<file path="config.mk">
export PLATFORM = sky130hd
export DESIGN_NAME = data_memory_ctrl
export DESIGN_NICKNAME = d
export VERILOG_FILES = /design/src/rtl/mem_pkg.sv /design/src/rtl/mem_array.sv /design/src/rtl/data_memory_ctrl.sv
export SDC_FILE = /design/constraint.sdc
export NUM_CORES = 2
export LEC_CHECK = 0
export CORE_MARGIN = 5
export CORE_UTILIZATION = 40
export CTS_CLUSTER_DIAMETER = 40
export DETAILED_ROUTE_END_ITERATION = 10
export GPL_ROUTABILITY_DRIVEN = 0
export RECOVER_POWER = 100
export SLEW_MARGIN = 10
export SYNTH_ARGS = -nofsm -noshare
export SYNTH_HDL_FRONTEND = slang
export SYNTH_SLANG_ARGS = --single-unit
export TNS_END_PERCENT = 5
</file>
<file path="constraint.sdc">
create_clock -name clk -period 6.85 [get_ports clk]
set_input_delay 1.7125 -clock clk [delete_from_list [all_inputs] [get_ports clk]]
set_output_delay 1.7125 -clock clk [all_outputs]
set_load 0.005 [all_outputs]
</file>
<file path="src/rtl/mem_pkg.sv">
// Shared types and default widths for the data memory controller.
package mem_pkg;

  typedef enum logic {
    CLEAR,
    IDLE
  } mem_state_t;

  localparam int unsigned DATA_W_DEF = 8;
  localparam int unsigned ADDR_W_DEF = 8;

endpackage

</file>
<file path="src/rtl/mem_array.sv">
// Single-port synchronous RAM with a registered, enable-gated read port.
module mem_array #(
  parameter int unsigned DATA_W = 8,
  parameter int unsigned ADDR_W = 8
) (
  input  logic              clk,
  input  logic              rst,
  input  logic              we,
  input  logic              re,
  input  logic [ADDR_W-1:0] addr,
  input  logic [DATA_W-1:0] wdata,
  output logic [DATA_W-1:0] rdata
);

  localparam int unsigned DEPTH = 2 ** ADDR_W;

  logic [DATA_W-1:0] mem [DEPTH];

  always_ff @(posedge clk) begin
    if (we) begin
      mem[addr] <= wdata;
    end
  end

  // Read register only moves on an accepted read, so it doubles as the response hold buffer.
  always_ff @(posedge clk) begin
    if (rst) begin
      rdata <= '0;
    end else if (re) begin
      rdata <= mem[addr];
    end
  end

endmodule

</file>
<file path="src/rtl/data_memory_ctrl.sv">
// Data memory controller: valid/ready requests, one-deep read response, zero-fill after reset.
module data_memory_ctrl
  import mem_pkg::*;
#(
  parameter int unsigned DATA_W         = DATA_W_DEF,
  parameter int unsigned ADDR_W         = ADDR_W_DEF,
  parameter bit          CLEAR_ON_RESET = 1'b1
) (
  input  logic              clk,
  input  logic              reset,
  input  logic              req_valid,
  output logic              req_ready,
  input  logic              req_write,
  input  logic [ADDR_W-1:0] req_addr,
  input  logic [DATA_W-1:0] req_wdata,
  output logic              rsp_valid,
  input  logic              rsp_ready,
  output logic [DATA_W-1:0] rsp_rdata,
  output logic              busy
);

  localparam logic [ADDR_W-1:0] LastAddr = '1;

  mem_state_t        state;
  logic [ADDR_W-1:0] clear_cnt;
  logic              req_fire;
  logic              rd_fire;
  logic              mem_we;
  logic [ADDR_W-1:0] mem_addr;
  logic [DATA_W-1:0] mem_wdata;

  assign busy      = (state == CLEAR);
  assign req_ready = (state == IDLE) && (!rsp_valid || rsp_ready);
  assign req_fire  = req_valid && req_ready;
  assign rd_fire   = req_fire && !req_write;

  // The clear sequence owns the RAM port while busy; requests are blocked then anyway.
  always_comb begin
    mem_we    = req_fire && req_write;
    mem_addr  = req_addr;
    mem_wdata = req_wdata;
    if (state == CLEAR) begin
      mem_we    = 1'b1;
      mem_addr  = clear_cnt;
      mem_wdata = '0;
    end
  end

  always_ff @(posedge clk) begin
    if (reset) begin
      state     <= CLEAR_ON_RESET ? CLEAR : IDLE;
      clear_cnt <= '0;
      rsp_valid <= 1'b0;
    end else begin
      unique case (state)
        CLEAR: begin
          clear_cnt <= clear_cnt + 1'b1;
          if (clear_cnt == LastAddr) begin
            state <= IDLE;
          end
        end
        IDLE: begin
          if (rd_fire) begin
            rsp_valid <= 1'b1;
          end else if (rsp_ready) begin
            rsp_valid <= 1'b0;
          end
        end
        default: state <= IDLE;
      endcase
    end
  end

  mem_array #(
    .DATA_W(DATA_W),
    .ADDR_W(ADDR_W)
  ) u_mem (
    .clk  (clk),
    .rst  (reset),
    .we   (mem_we),
    .re   (rd_fire),
    .addr (mem_addr),
    .wdata(mem_wdata),
    .rdata(rsp_rdata)
  );

endmodule

</file>
After elaboration in Yosys (flattened, before gate mapping)
Memories as Yosys holds them, arrays and structs flattened. A register that Yosys moved wholly into a read port is not among the register bits.
Cells that the tools add are included.
{"block": "op_classes", "eq_ne": 1, "n_mux": 9, "reduce_logical": 9, "bitwise_logic": 1, "addsub": 1}
{"op": "2-to-1 mux 8 bit", "n": 2}
{"op": "adder 8 x 1 -> 8 bit, second input constant", "n": 1}
{"op": "equality test 8 bit, second input constant", "n": 1}
{"op": "2-to-1 mux 1 bit", "n": 7}
{"op": "logical AND 1 bit", "n": 4}
{"op": "zero test 1 bit", "n": 2}
{"op": "AND reduction 2 bit", "n": 1}
{"op": "nonzero test 2 bit", "n": 1}
{"op": "logical OR 1 bit", "n": 1}
{"op": "NOT 1 bit", "n": 1}
{"block": "word_totals", "mem_count": 1, "elab_cells": 25, "ff_bits": 10, "in_bits": 21, "ram_bits": 2048}
{"memory": "u_mem.mem", "words": 256, "width": 8, "rd": 1, "rd_ports_with_merged_regs": 1, "write_ports": 1, "line_no": "mem_array.sv:17", "text": "logic [DATA_W-1:0] mem [DEPTH];"}

Longest topological paths before layout
{"block": "depth", "word_depth": 8, "ltp_mapped": 15, "mapped_depth_nobuf": 8}

Cells and area by module
From an unflattened synthesis, not the netlist that was laid out.
{"block": "unflattened", "cells_unflattened": 3886, "hier_area_um2": 80755.0}
{"module": "mem_array", "area_per_inst_um2": 80143.1, "instances": 1, "seq_area_each_um2": 61659.1, "cells_per_inst": 3813}
{"module": "data_memory_ctrl", "area_per_inst_um2": 611.8, "instances": 1, "seq_area_each_um2": 200.2, "cells_per_inst": 73}

Worst setup path after synthesis
No wires, ideal clock.
{"block": "synth_timing", "path_type": "input -> register", "from": "input port req_wdata[0]", "to": "memory u_mem.mem[0][0], data pin", "setup_time_ns": 0.867, "n_path_buf": 0, "t_required_ns": 5.983, "cell_stages": 1, "setup_slack_ns": 1.044, "arrival_time_ns": 4.940, "path_cell_list": "and2_1"}
{"block": "synth_via", "elab_chain_len": 1}
{"item": "from (decl)", "line_no": "data_memory_ctrl.sv:15", "text": "input logic [DATA_W-1:0] req_wdata,"}
{"item": "2-to-1 mux 8 bit", "line_no": "data_memory_ctrl.sv:42", "text": "if (state == CLEAR) begin"}
{"item": "to (decl)", "line_no": "mem_array.sv:17"}
No other way between the ends.

Worst setup path in the final report
{"block": "layout_timing", "from": "input port req_wdata[3]", "to": "memory u_mem.mem[121][3], data pin"}
{"block": "layout_via", "elab_chain_len": 1}
{"item": "2-to-1 mux 8 bit", "line_no": "data_memory_ctrl.sv:42"}
{"item": "via mem_wdata[3]", "line_no": "data_memory_ctrl.sv:30", "text": "logic [DATA_W-1:0] mem_wdata;"}
The timed path passes the listed nets, and every way through them passes these cells.

==> qor.txt <==
outcome = finished with violations
failing checks = capacitance limit, slew limit
period utilisation layout = 85.7%
hold depth = 2
post-synth net total = 4841
Setup CP Type = in2reg
CP Capture Type = flip-flop
clk sinks = 2066
CP arrival = 6.38 ns
required time of the worst setup path = 7.37 ns
reg2reg path depth = 3
vias = 48200
Final #Nets = 5004
Synth top area share = 77.9%
combinational power share = 4.6%
prevailing post-synth register cell = edfxtp_1
Std-Cell Rows = 163
# DRC = 0
LEAKAGE = 29.6 nW
share of cells above drive strength 1 = 11.6%
Crit Path Max Fanout = 55
vias in the first global route = 46400
Max IR drop VDD = 268 uV
die height = 454 um
Core Box Area = 0.197 sq mm
cts hold-fix bufs = 0
Worst Skew = 0.0498 ns
Net Sw Frac = 22.1%
EDFF count, synth = 2048
first-pass GRT wire length = 336 mm
final core occ = 46.8%
post-synthesis sequential area ratio = 78.3%
top post-synthesis cells by area = edfxtp_1, a22oi_1, o21a_1
worst hold path type = reg2reg
final hold vios = 0
WL final = 234 mm
Commonest cells post-synth = edfxtp_1, a22oi_1, a21oi_1
initial antenna violation count = 3
RSZ-0062 raised after global routing = no
FMAX = 170 MHz
Final min period = 5.87 ns
switching pwr = 0.00648 W
sequential cell area = 0.0619 sq mm
synth unique cells = 66
Seq pwr share = 46.7%
post-DP HPWL = 134 mm
Die X = 454 um
final worst slack = 0.983 ns
1st-iter DRT viols = 6598
number of max-cap violations = 14
wire length per cell = 30.0 um
Vias/cell = 6.16
Worst-path clk slew = 0.05 ns
die area = 0.206 sq mm
biggest area consumer among synthesized cells = edfxtp_1
# H-tree levels = 5
P per Cell Area = 319 mW/mm^2
Cell Area, Synth = 0.0790 sq mm
post-cts sizing count = 0
Yosys warnings = 0
Finished Cell Area = 0.0921 sq mm
post-synthesis register bit count = 2066
Starting Density = 40.1%
Synth Instances = 4819
Int Power = 0.0229 W
IO Count = 32
# setup viols final = 0
remaining antenna violation count = 0
relative slew slack = -210%
Num CTS Buffers = 286
Clock Tree Buf Depth = 4
Congestion Overflow GR = 0
fill count = 16500
TNS Setup = 0 ns
Avg Inst Size Synth = 16.4 sq um
Final Max Slew Viols = 814
pin count of the biggest net entering global routing = 177
Post-CTS Setup Inserts = 0
worst skew pair latency = 0.91 ns
Worst-Margin Slew = 4.65 ns
IO buf count = 31
clk root buf = clkbuf_16
async set-or-reset flop fraction in the synthesized netlist = 0%
count leader, synth = edfxtp_1
placed cell area = 0.0833 sq mm
DRT Pass-1 Iters = 5
clock share of power = 48.7%
P&R area growth vs syn = 16.6%
CTS tree = built
startpoint types = input pin
Multi-input gate area = 0.0155 sq mm
GR Util All Layers = 22.1%
post-place setup slack = 0.872 ns
cells by family after synthesis:
group	Yosys count	synth area share, %
buffers and inverters	400	2.13
and+or+nand+nor	478	2.85
xor gates and xnor gates	7	0.0776
AOI/OAI and AO/OA	1854	16.4
adders and majority gates	1	0.0158
DFF	2066	78.3
muxes	13	0.168
sequential cells by signal (all words and copies together) (netlist names):
signal,count
rsp_valid,1
u_mem.mem,2048
state,1
clear_cnt,8
u_mem.rdata,8
final cells by class:
type | instances | share of cell area (%)
clock inverters | 165 | 1.81
flip-flops and latches | 2066 | 67.2
inverters | 7 | 0.0285
repair buffers | 268 | 2.33
diodes | 2 | 0.00544
multi-input cells | 2353 | 16.9
clock buffers | 326 | 8.17
well taps | 2640 | 3.59
per-layer routing:
metal	wire [um]	GRT usage (%)	share of wire, %
met1	95800	31.2	41
met3	21700	4.60	9.2
met4	9080	8.26	3.9
met2	108000	33.9	46
met5	12	0	0.0051
stage by stage:
step / hold WS (ns) / power (W) / instances
after floorplan: 0.481 / 0.0147 / 4819
after CTS: 0.494 / 0.0295 / 7825
after global routing: 0.528 / 0.0301 / 7826
after detailed placement: 0.486 / 0.0153 / 7334
final: 0.489 / 0.0294 / 7827
after global placement: 0.488 / 0.0153 / 7334
critical path, stage by stage:
cell and delay, ns:
dlygate4sd3_1 0.54, and2_0 2.77, clkbuf_2 1.24
placed cells by master, fill, tap and decap left out, types with 29 or more instances in the layout:
| cell type | netlist | layout |
|---|---|---|
| o41ai_1 | 30 | 30 |
| clkbuf_16 | 0 | 295 |
| edfxtp_1 | 2048 | 2048 |
| nand2_1 | 30 | 30 |
| a22oi_1 | 641 | 640 |
| o22ai_1 | 65 | 65 |
| a21oi_1 | 324 | 324 |
| a22o_1 | 98 | 98 |
| a221oi_1 | 50 | 50 |
| a2111oi_0 | 62 | 62 |
| nor4_1 | 61 | 61 |
| buf_12 | 0 | 34 |
| o21ai_0 | 186 | 186 |
| buf_4 | 3 | 102 |
| clkinv_2 | 0 | 29 |
| inv_6 | 0 | 29 |
| nor3_1 | 51 | 50 |
| a41oi_1 | 30 | 30 |
| o21a_1 | 285 | 284 |
| nor2_1 | 248 | 248 |
| clkbuf_1 | 237 | 124 |
power by group through the flow:
stage	combinational (W)	sequential [W]	clock [W]
2_1_floorplan	0.000775	0.0140	0
3_5_place_dp	0.00133	0.0140	0
5_1_grt	0.00140	0.0137	0.0150
3_3_place_gp	0.00133	0.0140	0
6_report	0.00134	0.0137	0.0143
4_1_cts	0.00134	0.0137	0.0144
worst paths after layout:
kind                           from                          end  slack, ns
min reg2reg  rsp_valid$_SDFFE_PP0P_       rsp_valid$_SDFFE_PP0P_       0.49
max                    req_wdata[3]  u_mem.mem[121][3]$_DFFE_PP_       0.98
max reg2reg        state$_SDFF_PP0_  u_mem.mem[121][3]$_DFFE_PP_       1.16
min          rsp_valid$_SDFFE_PP0P_       rsp_valid$_SDFFE_PP0P_       0.49
Power figures use the tool's default switching activity.
